`src/rtl/bridge_frame_executor_if.sv`:
```
// Bundle of UART-side frame/response signals and master-port transaction bus
// for bridge_frame_executor; "master" is the executor side, "slave" its environment.
interface bridge_frame_executor_if #(
  parameter int DATA_WIDTH = 8,
  parameter int ADDR_WIDTH = 12,
  parameter int FIFO_DEPTH = 4
);
  logic                          rx_ready;
  logic [DATA_WIDTH+ADDR_WIDTH:0] rx_frame;
  logic [DATA_WIDTH-1:0]         tx_data;
  logic                          tx_en;
  logic                          tx_busy;
  logic                          m_req;
  logic                          m_mode;
  logic [ADDR_WIDTH-1:0]         m_addr;
  logic [DATA_WIDTH-1:0]         m_wdata;
  logic                          m_ack;
  logic [DATA_WIDTH-1:0]         m_rdata;
  logic                          overflow;
  logic [$clog2(FIFO_DEPTH):0]   fifo_count;

  modport master (
    input  rx_ready, rx_frame, tx_busy, m_ack, m_rdata,
    output tx_data, tx_en, m_req, m_mode, m_addr, m_wdata, overflow, fifo_count
  );

  modport slave (
    output rx_ready, rx_frame, tx_busy, m_ack, m_rdata,
    input  tx_data, tx_en, m_req, m_mode, m_addr, m_wdata, overflow, fifo_count
  );
endinterface

```
`src/rtl/bridge_frame_executor.sv`:
```
// Buffers UART frames in a FIFO and executes them one at a time on the master port,
// returning read data to UART TX. Optional ISSUE timeout: FRAME_EXEC_TIMEOUT_EN.
module bridge_frame_executor #(
  parameter int DATA_WIDTH     = 8,
  parameter int ADDR_WIDTH     = 12,
  parameter int FIFO_DEPTH     = 4,
  parameter int TIMEOUT_CYCLES = 255
) (
  input  logic                     clk,
  input  logic                     rstn,
  bridge_frame_executor_if.master  bus
);

  localparam int FW = DATA_WIDTH + ADDR_WIDTH + 1;
  localparam int PW = $clog2(FIFO_DEPTH);
  localparam int CW = $clog2(FIFO_DEPTH) + 1;

  if (FIFO_DEPTH < 2 || FIFO_DEPTH > 16 || (FIFO_DEPTH & (FIFO_DEPTH - 1)) != 0) begin : g_bad_depth
    $error("FIFO_DEPTH must be a power of two in 2..16");
  end
  if (TIMEOUT_CYCLES < 1) begin : g_bad_timeout
    $error("TIMEOUT_CYCLES must be at least 1");
  end

  typedef enum logic [1:0] {S_IDLE, S_ISSUE, S_RESP, S_RWAIT} state_e;

  state_e                state_q;
  logic [FW-1:0]         mem_q [FIFO_DEPTH];
  logic [PW-1:0]         wr_ptr_q, rd_ptr_q;
  logic [CW-1:0]         count_q, count_d;
  logic                  full, push, pop, tmo_hit;
  logic [FW-1:0]         head;
  logic                  overflow_q, m_req_q, m_mode_q, tx_en_q;
  logic [ADDR_WIDTH-1:0] m_addr_q;
  logic [DATA_WIDTH-1:0] m_wdata_q, tx_data_q;

  // Drop decision uses the pre-pop count, so a pop in the same cycle cannot make room.
  always_comb begin
    full    = (count_q == CW'(FIFO_DEPTH));
    push    = bus.rx_ready && !full;
    pop     = (state_q == S_IDLE) && (count_q != '0);
    count_d = count_q;
    if (push && !pop)      count_d = count_q + CW'(1);
    else if (pop && !push) count_d = count_q - CW'(1);
  end

  assign head = mem_q[rd_ptr_q];

  always_ff @(posedge clk) begin
    if (push) mem_q[wr_ptr_q] <= bus.rx_frame;
  end

`ifdef FRAME_EXEC_TIMEOUT_EN
  localparam int TW = $clog2(TIMEOUT_CYCLES + 1);
  logic [TW-1:0] tmo_q;

  // Popping is the only way into ISSUE, so it doubles as the restart.
  always_ff @(posedge clk) begin
    if (!rstn || pop)             tmo_q <= '0;
    else if (state_q == S_ISSUE) tmo_q <= tmo_q + TW'(1);
  end

  assign tmo_hit = (state_q == S_ISSUE) && (tmo_q == TW'(TIMEOUT_CYCLES - 1));
`else
  assign tmo_hit = 1'b0;
`endif

  always_ff @(posedge clk) begin
    if (!rstn) begin
      state_q    <= S_IDLE;
      wr_ptr_q   <= '0;
      rd_ptr_q   <= '0;
      count_q    <= '0;
      overflow_q <= 1'b0;
      m_req_q    <= 1'b0;
      m_mode_q   <= 1'b0;
      m_addr_q   <= '0;
      m_wdata_q  <= '0;
      tx_data_q  <= '0;
      tx_en_q    <= 1'b0;
    end else begin
      count_q <= count_d;
      if (push) wr_ptr_q <= wr_ptr_q + PW'(1);
      if (pop)  rd_ptr_q <= rd_ptr_q + PW'(1);
      if (bus.rx_ready && full) overflow_q <= 1'b1;
      tx_en_q <= 1'b0;

      unique case (state_q)
        S_IDLE: begin
          if (pop) begin
            m_mode_q  <= head[FW-1];
            m_addr_q  <= head[ADDR_WIDTH-1:0];
            m_wdata_q <= head[ADDR_WIDTH +: DATA_WIDTH];
            m_req_q   <= 1'b1;
            state_q   <= S_ISSUE;
          end
        end
        S_ISSUE: begin
          if (bus.m_ack) begin
            m_req_q <= 1'b0;
            if (m_mode_q) begin
              state_q <= S_IDLE;
            end else begin
              tx_data_q <= bus.m_rdata;
              state_q   <= S_RESP;
            end
          end else if (tmo_hit) begin
            m_req_q <= 1'b0;
            if (m_mode_q) begin
              state_q <= S_IDLE;
            end else begin
              tx_data_q <= '1;
              state_q   <= S_RESP;
            end
          end
        end
        S_RESP: begin
          if (!bus.tx_busy) begin
            tx_en_q <= 1'b1;
            state_q <= S_RWAIT;
          end
        end
        S_RWAIT: begin
          if (bus.tx_busy) state_q <= S_IDLE;
        end
        default: state_q <= S_IDLE;
      endcase
    end
  end

  assign bus.tx_data    = tx_data_q;
  assign bus.tx_en      = tx_en_q;
  assign bus.m_req      = m_req_q;
  assign bus.m_mode     = m_mode_q;
  assign bus.m_addr     = m_addr_q;
  assign bus.m_wdata    = m_wdata_q;
  assign bus.overflow   = overflow_q;
  assign bus.fifo_count = count_q;

endmodule

```
`src/flat_wrapper.sv`:
```
// flat-port wrapper written by rule: the top's interface ports become plain ports
module bridge_frame_executor_flat 
#(
  parameter int DATA_WIDTH     = 8,
  parameter int ADDR_WIDTH     = 12,
  parameter int FIFO_DEPTH     = 4,
  parameter int TIMEOUT_CYCLES = 255
)
  (clk, rstn, bus_rx_ready, bus_rx_frame, bus_tx_busy, bus_m_ack, bus_m_rdata, bus_tx_data, bus_tx_en, bus_m_req, bus_m_mode, bus_m_addr, bus_m_wdata, bus_overflow, bus_fifo_count);
  bridge_frame_executor_if #(.DATA_WIDTH(DATA_WIDTH), .ADDR_WIDTH(ADDR_WIDTH), .FIFO_DEPTH(FIFO_DEPTH)) bus_i ();
  input  logic clk;
  input  logic rstn;
  input wire logic [$bits(bus_i.rx_ready)-1:0] bus_rx_ready;
  input wire logic [$bits(bus_i.rx_frame)-1:0] bus_rx_frame;
  input wire logic [$bits(bus_i.tx_busy)-1:0] bus_tx_busy;
  input wire logic [$bits(bus_i.m_ack)-1:0] bus_m_ack;
  input wire logic [$bits(bus_i.m_rdata)-1:0] bus_m_rdata;
  output wire logic [$bits(bus_i.tx_data)-1:0] bus_tx_data;
  output wire logic [$bits(bus_i.tx_en)-1:0] bus_tx_en;
  output wire logic [$bits(bus_i.m_req)-1:0] bus_m_req;
  output wire logic [$bits(bus_i.m_mode)-1:0] bus_m_mode;
  output wire logic [$bits(bus_i.m_addr)-1:0] bus_m_addr;
  output wire logic [$bits(bus_i.m_wdata)-1:0] bus_m_wdata;
  output wire logic [$bits(bus_i.overflow)-1:0] bus_overflow;
  output wire logic [$bits(bus_i.fifo_count)-1:0] bus_fifo_count;
  assign bus_i.rx_ready = bus_rx_ready;
  assign bus_i.rx_frame = bus_rx_frame;
  assign bus_i.tx_busy = bus_tx_busy;
  assign bus_i.m_ack = bus_m_ack;
  assign bus_i.m_rdata = bus_m_rdata;
  assign bus_tx_data = bus_i.tx_data;
  assign bus_tx_en = bus_i.tx_en;
  assign bus_m_req = bus_i.m_req;
  assign bus_m_mode = bus_i.m_mode;
  assign bus_m_addr = bus_i.m_addr;
  assign bus_m_wdata = bus_i.m_wdata;
  assign bus_overflow = bus_i.overflow;
  assign bus_fifo_count = bus_i.fifo_count;
  bridge_frame_executor #(.DATA_WIDTH(DATA_WIDTH), .ADDR_WIDTH(ADDR_WIDTH), .FIFO_DEPTH(FIFO_DEPTH), .TIMEOUT_CYCLES(TIMEOUT_CYCLES)) u_core (.clk(clk), .rstn(rstn), .bus(bus_i));
endmodule
```
`config.mk`:
```
export PLATFORM = sky130hd
export DESIGN_NAME = bridge_frame_executor_flat
export DESIGN_NICKNAME = d
export VERILOG_FILES = /design/src/rtl/bridge_frame_executor_if.sv /design/src/rtl/bridge_frame_executor.sv /design/src/flat_wrapper.sv
export SDC_FILE = /design/constraint.sdc
export NUM_CORES = 1
export LEC_CHECK = 0
export CORE_MARGIN = 4
export CORE_UTILIZATION = 43
export CTS_BUF_LIST = sky130_fd_sc_hd__clkbuf_8
export DETAILED_ROUTE_END_ITERATION = 7
export GPL_TIMING_DRIVEN = 1
export PLACE_DENSITY_LB_ADDON = 0.12
export REMOVE_ABC_BUFFERS = 1
export SYNTH_ARGS = -nofsm -noshare
export SYNTH_HDL_FRONTEND = slang
export SYNTH_SLANG_ARGS = --single-unit
```
`constraint.sdc`:
```
create_clock -name clk -period 2.94 [get_ports clk]
set_input_delay 0.588 -clock clk [delete_from_list [all_inputs] [get_ports clk]]
set_output_delay 0.588 -clock clk [all_outputs]
set_load 0.01 [all_outputs]
```
# Word level (Yosys, flattened, before mapping)
# Memory sizes are Yosys's and may differ from the RTL's. A register that Yosys moved wholly into a read port is not among the register bits.
# Index checks and enable logic that the tools add are counted.
[totals] n_memories=1 reg_bits=20 ram_bits=84 elab_cells=54 in_bits=34
[mem_list] memory="u_core.mem_q" words=4 word_bits=21 rd=1 rd_ports_with_merged_regs=1 write_ports=1 line_no="bridge_frame_executor.sv:28" text="logic [FW-1:0] mem_q [FIFO_DEPTH];"
[classes] n_mux=14 eq_ne=8 n_addsub=4 reduce_logical=18 bitwise_logic=1
[ops] cell="two-way mux 2 bit" count=5
[ops] cell="case mux 2 bit (4 select lines)" count=1
[ops] cell="two-way mux 3 bit" count=2
[ops] cell="!= test 2 bit (second input constant)" count=3
[ops] cell="AND reduction 3 bit" count=2
[ops] cell="logical AND 1 bit" count=5
[ops] cell="two-way mux 1 bit" count=5
[ops] cell="adder 2 x 1 -> 2 bit (second input constant)" count=2
[ops] cell="== test 2 bit (second input constant)" count=2
[ops] cell="zero test 1 bit" count=4
[ops] cell="AND reduction 2 bit" count=2
[ops] cell="AND reduction 4 bit" count=1
[ops] cell="nonzero test 2 bit" count=2
[ops] cell="adder 3 x 1 -> 3 bit (second input constant)" count=1
[ops] cell="== test 3 bit (second input constant)" count=1
[ops] cell="nonzero test 3 bit" count=1
[ops] cell="subtractor 3 x 1 -> 3 bit (second input constant)" count=1
[ops] cell="== test 2 x 1 -> 1 bit (second input constant)" count=1
[ops] cell="zero test 2 bit" count=1
[ops] cell="!= test 2 x 1 -> 1 bit (second input constant)" count=1
[ops] cell="case mux 1 bit (2 select lines)" count=1
[ops] cell="NOT 1 bit" count=1

# Logic depth before layout (Yosys ltp)
# Gate-level depths: netlist of the first run.
[depth] depth_word=7 ltp_mapped=8 ltp_nobuf=8

# Worst setup path before layout of the first run
# OpenSTA, ideal clock, no wires.
[synth_path] path_type="reg-to-reg" from="reg u_core.count_q[0], in the netlist u_core.bus.fifo_count[0]" to="reg u_core.count_q[2], in the netlist u_core.bus.fifo_count[2]" synth_period_minus_slack_ns=2.282 arrival_time_ns=2.208 path_slack_ns=0.658 path_stages_with_launch=9 setup_time_ns=0.074 path_cell_list="dfxtp_1 > or3_4 > nand2_1 > ha_1 > inv_1 > fa_1 > xor2_1 > or3_2 > a21oi_1"
[synth_via] elab_chain_cells=6
[synth_rtl] element="start, declared" line_no="bridge_frame_executor.sv:30" text="logic [CW-1:0] count_q, count_d;"
[synth_rtl] element="start signal, assigned" line_no="bridge_frame_executor.sv:82" text="count_q <= count_d;"
[synth_rtl] element="parallel branches: the longest is 6 deep, another holds subtractor 3 x 1 -> 3 bit"
# Parallel ways; which one is timed is not known. The select of a mux whose other input is x is not followed.
# A chain may end at the register's enable or synchronous reset.

# Worst setup path in the final report of the first run
# Same ends and word-level chain as after synthesis.

==> reports/metrics.json, run 1 <==
{
  "finish.cell_count_without_fillers": {"value": 491},
  "syn_area_per_cell": {"value": 18.4, "unit": "um^2"},
  "hold_path_class": {"value": "flop to flop"},
  "grt_use_total": {"value": 14.5, "unit": "%"},
  "drt_iter0_drc": {"value": 111},
  "critical_path_class": {"value": "flop to flop"},
  "die_h": {"value": 112, "unit": "um"},
  "synth_cells": {"value": 253},
  "timing.max_cap.violations": {"value": 0},
  "rsz0062_at_grt": {"value": "false"},
  "drive_gt1_share": {"value": 17.7, "unit": "%"},
  "synth_xor_area_share": {"value": 0.375, "unit": "%"},
  "slew_violations": {"value": 0},
  "ys_ff_latch": {"value": 125},
  "floorplan.initialDensity": {"value": 44.6, "unit": "%"},
  "slew_headroom": {"value": 54.3, "unit": "%"},
  "cts.repair.resized": {"value": 0},
  "worstRegToRegCells": {"value": 8},
  "cts-hold-fix-buffers": {"value": 0},
  "synth_enable_flop_cells": {"value": 84},
  "grt_pass1_wl": {"value": 13.9, "unit": "mm"},
  "syn2layout_area_growth": {"value": 26.0, "unit": "%"},
  "postRouteAntennaNets": {"value": 0},
  "cts.reportedPaths.clkPinSlew": {"value": 0.06, "unit": "ns"},
  "minimum_clock_period_after_layout": {"value": 2.39, "unit": "ns"},
  "fmax": {"value": 419, "unit": "MHz"},
  "die_area": {"value": 12600, "unit": "um^2"},
  "clock_latency_on_the_worst_skew_pair": {"value": 0.42, "unit": "ns"},
  "post-route-cell-area": {"value": 5880, "unit": "um^2"},
  "die_width": {"value": 112, "unit": "um"},
  "place_ws": {"value": 0.315, "unit": "ns"},
  "area_of_the_placeable_core": {"value": 10500, "unit": "um^2"},
  "post_synth_instance_area": {"value": 4670, "unit": "um^2"},
  "final.setup_skew": {"value": 0.00746, "unit": "ns"},
  "power": {"value": 5.18, "unit": "mW"},
  "synth_simple_gate_area_share": {"value": 4.26, "unit": "%"},
  "power_leakage": {"value": 2.05, "unit": "nW"},
  "place_hpwl": {"value": 5.31, "unit": "mm"},
  "numPlacedInstances": {"value": 459},
  "synthArstFlopShare": {"value": 0, "unit": "%"},
  "wirelength": {"value": 8.45, "unit": "mm"},
  "worst_ir_drop_vdd": {"value": 554, "unit": "uV"},
  "postLayoutSetupSlackWorst": {"value": 0.553, "unit": "ns"},
  "register_area": {"value": 3340, "unit": "um^2"},
  "synth.distinct_cells": {"value": 35},
  "final_core_util": {"value": 56.2, "unit": "%"},
  "htree_levels": {"value": 4},
  "worst_slew_pin_slew": {"value": 0.685, "unit": "ns"},
  "count_of_final_hold_check_violations": {"value": 0},
  "outcome": {"value": "finished, final reports clean"},
  "post-cts-setup-buffers": {"value": 0},
  "ys_dominant_reg_cell": {"value": "edfxtp_1"},
  "wl_per_cell": {"value": 17.2, "unit": "um"},
  "routability_congestion_estimate": {"value": 0.736},
  "fillerInstances": {"value": 863},
  "total_clock_buffers_created_by_cts": {"value": 17},
  "cts_tree": {"value": "done"},
  "dominant_combinational_cell_family_by_area_after_synthesis": {"value": "multiplexers"},
  "area_share_of_fa_ha_maj_cells_after_synthesis": {"value": 1.77, "unit": "%"},
  "pwr_density_cell": {"value": 880, "unit": "nW/um^2"},
  "area_of_the_multi_input_gates": {"value": 1180, "unit": "um^2"},
  "total_of_warnings_raised_by_yosys": {"value": 0},
  "placement.cell_area": {"value": 5510, "unit": "um^2"},
  "hold-worst-slack": {"value": 0.476, "unit": "ns"},
  "aggregate_negative_setup_slack": {"value": 0, "unit": "ns"},
  "setup_viol": {"value": 0},
  "critical_path.startpoint_type": {"value": "flop"},
  "tritoncts_num_sinks": {"value": 125},
  "whs_path_depth": {"value": 1},
  "drc_errors": {"value": 0},
  "cts.path.max_buffers": {"value": 2},
  "min_period_over_period": {"value": 81.2, "unit": "%"},
  "port_buffers": {"value": 68},
  "share_of_synthesized_area_spent_on_multiplexers": {"value": 12.6, "unit": "%"},
  "drt_pre_antenna_iters": {"value": 4},
  "seq_area_frac_synth": {"value": 71.6, "unit": "%"},
  "antenna_found_initial": {"value": 0},
  "grt_start_max_net_pins": {"value": 22},
  "n_antenna_cell": {"value": 0},
  "nNetsFinal": {"value": 382},
  "dr_total_vias": {"value": 2511},
  "cp_data_required_time": {"value": 3.29, "unit": "ns"},
  "worstSetupEndpointType": {"value": "flop"},
  "ctsRootBufferMaster": {"value": "clkbuf_8"},
  "rows": {"value": 37},
  "synth_compound_gate_area_share": {"value": 6.17, "unit": "%"},
  "cp.arrival": {"value": 2.74, "unit": "ns"},
  "maximum_net_fanout_on_the_critical_path": {"value": 6},
  "top_level_ports": {"value": 69},
  "global_route.overflow_total": {"value": 0},
  "via_count_of_the_first_global_routing_pass": {"value": 2650},
  "via_per_inst": {"value": 5.11}
}
## kinds of logic after synthesis
| family | after synthesis |
|---|---|
| buf+inv | 17 |
| fa+ha+maj | 6 |
| mux | 31 |
| compound gates | 38 |
| simple gates | 34 |
| flops | 125 |
| xor+xnor | 2 |
## worst max-delay path: stages (launching register included)
cell     delay [ns]
dfxtp_1        0.38
or3_4          0.44
nand2_1        0.16
ha_1           0.20
inv_1          0.06
fa_1           0.37
xor2_1         0.17
or3_2          0.40
a21oi_1        0.14
## per-layer routing
metal,part of all wire (%),track usage [%],vias to the layer above
li1,-,-,1177
met5,0,0,-
met4,2.4,7.29,0
met3,5.0,5.34,16
met2,50,22.8,58
met1,43,17.7,1260
## sequential cells by signal, summed over array words and instances (netlist names), 2 cells and up, named ones only
register / count
u_core.mem_q: 84
u_core.bus.tx_data: 8
u_core.bus.m_addr: 12
u_core.bus.m_wdata: 8
u_core.wr_ptr_q: 2
u_core.rd_ptr_q: 2
u_core.bus.fifo_count: 3
## worst paths after layout
kind | to | from | slack [ns]
max | u_core.bus.fifo_count[2] | u_core.bus.fifo_count[0] | 0.55
min | u_core.bus.m_wdata[2] | u_core.bus.m_wdata[2] | 0.48
max reg2reg | u_core.bus.fifo_count[2] | u_core.bus.fifo_count[0] | 0.55
min reg2reg | u_core.bus.m_wdata[2] | u_core.bus.m_wdata[2] | 0.48
## cells in the mapped netlist (2+ instances only)
library cell  count  area, um^2
edfxtp_1         84        2520
dfxtp_1          41         821
a22o_1           20         175
mux4_2           17         383
nor2_1           15        56.3
a21oi_1          10        50.1
mux2i_1          10         100
buf_6             5        56.3
ha_1              5        62.6
inv_1             5        18.8
and3_1            4        25.0
mux4_1            4         105
o21ai_0           4        20.0
clkbuf_8          3        41.3
nand2_1           3        11.3
nand2b_1          2        12.5
nand3_1           2        10.0
xor2_1            2        17.5
## layout make-up
class | instances | share of cell area (%)
flip-flops and latches | 125 | 56.9
multi-input cells | 111 | 20.1
repair buffers | 81 | 13.4
clock buffers | 17 | 3.98
well taps | 136 | 2.89
clock inverters | 15 | 2.36
inverters | 6 | 0.383
## report_power, final
group / total [mW] / switching (mW) / internal, mW / leakage (nW)
combinational: 1.42 / 0.606 / 0.816 / 0.738
sequential: 2.36 / 0.195 / 2.16 / 1.11
clock: 1.40 / 0.592 / 0.805 / 0.206
total: 5.18 / 1.39 / 3.78 / 2.05
## layout by cell type (no fill, tap or decap), types with 2 or more instances in the layout
master           netlist  routed
bufinv_16              0       3
clkinv_2               0       3
nor2_1                15      15
inv_1                  5       9
dfxtp_1               41      40
mux4_1                 4       4
a21oi_1               10      10
clkbuf_8               3      17
mux4_2                17      17
nand3_1                2       2
edfxtp_1              84      84
o21ai_0                4       4
and3_1                 4       4
nand2_1                3       3
ha_1                   5       5
a22o_1                20      20
xor2_1                 2       2
buf_4                  0      12
mux2i_1               10      10
clkinv_1               1       6
clkdlybuf4s50_1        0      68
nand2b_1               2       2
(Power assumes the default switching activity.)
==> inputs of run 2 (changes only) <==
==> constraint.sdc (replaced) <==
create_clock -name clk -period 2.35 [get_ports clk]
set_input_delay 0.47 -clock clk [delete_from_list [all_inputs] [get_ports clk]]
set_output_delay 0.47 -clock clk [all_outputs]
set_load 0.01 [all_outputs]
==> run 2 against run 1 <==
  * Combinational power grew 32%
  * Cell count up 0.61%
  * Routed wire length decreased by 1.1%
  * Final area up 2.5%
  * Critical endpoint unchanged
  * Largest cell class unchanged
==> reports/metrics.json, run 2 (synthesized netlist as in run 1, its figures left out) <==
{
  "top_level_ports": {"value": 69, "change": "unchanged"},
  "numPlacedInstances": {"value": 462, "change": "was 459"},
  "layout_commonest_cell": {"value": "edfxtp_1", "change": "unchanged"},
  "nNetsFinal": {"value": 385, "change": "was 382"},
  "final_core_util": {"value": 57.6, "unit": "%", "change": "was 56.2%"},
  "maximum_net_fanout_on_the_critical_path": {"value": 6, "change": "unchanged"},
  "top_register": {"value": "u_core.mem_q", "change": "unchanged"},
  "grt_use_total": {"value": 14.0, "unit": "%", "change": "was 14.5%"},
  "power": {"value": 6.81, "unit": "mW", "change": "was 5.18 mW"},
  "slew_violations": {"value": 0, "change": "unchanged"},
  "wirelength_met1": {"value": 3.70, "unit": "mm", "change": "was 3.62 mm"},
  "post-route-cell-area": {"value": 6030, "unit": "um^2", "change": "was 5880 um^2"},
  "htree_levels": {"value": 4, "change": "unchanged"},
  "worst_ir_drop_vdd": {"value": 810, "unit": "uV", "change": "was 554 uV"},
  "cp.arrival": {"value": 2.58, "unit": "ns", "change": "was 2.74 ns"},
  "area_of_the_placeable_core": {"value": 10500, "unit": "um^2", "change": "unchanged"},
  "final.setup_skew": {"value": 0.00626, "unit": "ns", "change": "was 0.00746 ns"},
  "ctsRootBufferMaster": {"value": "clkbuf_8", "change": "unchanged"},
  "drc_errors": {"value": 0, "change": "unchanged"},
  "port_buffers": {"value": 68, "change": "unchanged"},
  "dr_total_vias": {"value": 2499, "change": "was 2511"},
  "grt_start_max_net_pins": {"value": 22, "change": "unchanged"},
  "cts.repair.resized": {"value": 0, "change": "unchanged"},
  "routability_congestion_estimate": {"value": 0.655, "change": "was 0.736"},
  "postRouteAntennaNets": {"value": 0, "change": "unchanged"},
  "critical_path_class": {"value": "flop to flop", "change": "unchanged"},
  "n_antenna_cell": {"value": 0, "change": "unchanged"},
  "cts-hold-fix-buffers": {"value": 0, "change": "unchanged"},
  "drive_gt1_share": {"value": 21.2, "unit": "%", "change": "was 17.7%"},
  "pwr_density_cell": {"value": 1130, "unit": "nW/um^2", "change": "was 880 nW/um^2"},
  "die_area": {"value": 12600, "unit": "um^2", "change": "unchanged"},
  "syn2layout_area_growth": {"value": 29.1, "unit": "%", "change": "was 26.0%"},
  "antenna_found_initial": {"value": 0, "change": "unchanged"},
  "aggregate_negative_setup_slack": {"value": 0, "unit": "ns", "change": "unchanged"},
  "drt_pre_antenna_iters": {"value": 4, "change": "unchanged"},
  "rsz0062_at_grt": {"value": "false", "change": "unchanged"},
  "worst_slew_pin_slew": {"value": 0.413, "unit": "ns", "change": "was 0.685 ns"},
  "worstSetupEndpointType": {"value": "flop", "change": "unchanged"},
  "topRoutingLayerUsed": {"value": "met4", "change": "unchanged"},
  "placement.cell_area": {"value": 5580, "unit": "um^2", "change": "was 5510 um^2"},
  "die_h": {"value": 112, "unit": "um", "change": "unchanged"},
  "cts.reportedPaths.clkPinSlew": {"value": 0.07, "unit": "ns", "change": "was 0.06 ns"},
  "commonest_cells_after_routing_fill_and_taps_aside": {"value": "edfxtp_1, clkdlybuf4s50_1, dfxtp_1", "change": "unchanged"},
  "cts_tree": {"value": "done", "change": "unchanged"},
  "met3WireLength": {"value": 297, "unit": "um", "change": "was 424 um"},
  "outcome": {"value": "finished, final reports clean", "change": "unchanged"},
  "wirelength": {"value": 8.35, "unit": "mm", "change": "was 8.45 mm"},
  "slew_headroom": {"value": 72.4, "unit": "%", "change": "was 54.3%"},
  "via_count_of_the_first_global_routing_pass": {"value": 2661, "change": "was 2650"},
  "floorplan.initialDensity": {"value": 44.6, "unit": "%", "change": "unchanged"},
  "fmax": {"value": 446, "unit": "MHz", "change": "was 419 MHz"},
  "postLayoutSetupSlackWorst": {"value": 0.109, "unit": "ns", "change": "was 0.553 ns"},
  "cts.path.max_buffers": {"value": 2, "change": "unchanged"},
  "total_clock_buffers_created_by_cts": {"value": 17, "change": "unchanged"},
  "post-cts-setup-buffers": {"value": 0, "change": "unchanged"},
  "place_ws": {"value": -0.158, "unit": "ns", "change": "was 0.315 ns"},
  "die_width": {"value": 112, "unit": "um", "change": "unchanged"},
  "timing.max_cap.violations": {"value": 0, "change": "unchanged"},
  "count_of_final_hold_check_violations": {"value": 0, "change": "unchanged"},
  "wl_per_cell": {"value": 16.9, "unit": "um", "change": "was 17.2 um"},
  "met2_length": {"value": 4.25, "unit": "mm", "change": "was 4.20 mm"},
  "cp_data_required_time": {"value": 2.69, "unit": "ns", "change": "was 3.29 ns"},
  "critical_path.startpoint_type": {"value": "flop", "change": "unchanged"},
  "largest_register_ff_count": {"value": 84, "change": "unchanged"},
  "grt_pass1_wl": {"value": 13.5, "unit": "mm", "change": "was 13.9 mm"},
  "setup_viol": {"value": 0, "change": "unchanged"},
  "finish.cell_count_without_fillers": {"value": 494, "change": "was 491"},
  "minimum_clock_period_after_layout": {"value": 2.24, "unit": "ns", "change": "was 2.39 ns"},
  "global_route.overflow_total": {"value": 0, "change": "unchanged"},
  "drt_iter0_drc": {"value": 111, "change": "unchanged"},
  "min_period_over_period": {"value": 95.4, "unit": "%", "change": "was 81.2%"},
  "place_hpwl": {"value": 5.19, "unit": "mm", "change": "was 5.31 mm"},
  "tritoncts_num_sinks": {"value": 125, "change": "unchanged"},
  "hold_path_class": {"value": "flop to flop", "change": "unchanged"},
  "hold-worst-slack": {"value": 0.482, "unit": "ns", "change": "was 0.476 ns"},
  "rows": {"value": 37, "change": "unchanged"},
  "power_leakage": {"value": 2.09, "unit": "nW", "change": "was 2.05 nW"},
  "via_per_inst": {"value": 5.06, "change": "was 5.11"},
  "clock_latency_on_the_worst_skew_pair": {"value": 0.41, "unit": "ns", "change": "was 0.42 ns"}
}
[run 2: cell type report]
| class | instances | area, um^2 |
|---|---|---|
| Timing Repair Buffer | 84 | 863 |
| Fill cell | 855 | 4440 |
| Clock buffer | 20 | 275 |
| Tap cell | 136 | 170 |
| Sequential cell | 125 | 3350 |
| Multi-Input combinational cell | 111 | 1180 |
| Clock inverter | 12 | 166 |
| Inverter | 6 | 22.5 |
[run 2: report_power, final]
part,switching (mW),total (mW),internal (mW)
clock,0.781,2.01,1.23
combinational,0.792,1.87,1.08
sequential,0.220,2.93,2.71
total,1.79,6.81,5.02
[run 2: layer usage]
metal	vias to the layer above	track usage, %
met1	1262	17.4
met2	46	22.6
met4	0	5.77
li1	1184	-
met3	7	4.69
met5	-	0
[run 2: final timing paths]
kind	from	cells after the start	slack [ns]	end
max	u_core.bus.fifo_count[1]	8	0.11	u_core.bus.fifo_count[2]
min	u_core.bus.overflow	2	0.48	u_core.bus.overflow
max reg2reg	u_core.bus.fifo_count[1]	8	0.11	u_core.bus.fifo_count[2]
min reg2reg	u_core.bus.overflow	2	0.48	u_core.bus.overflow
[run 2: worst max-delay path, cell delays in order (launching register included)]
cell and delay, ns:
dfxtp_1 0.31, or3_4 0.43, nand2_2 0.09, ha_1 0.17, inv_1 0.05, fa_1 0.37, xor2_1 0.18, or3_2 0.41
a21oi_1 0.15
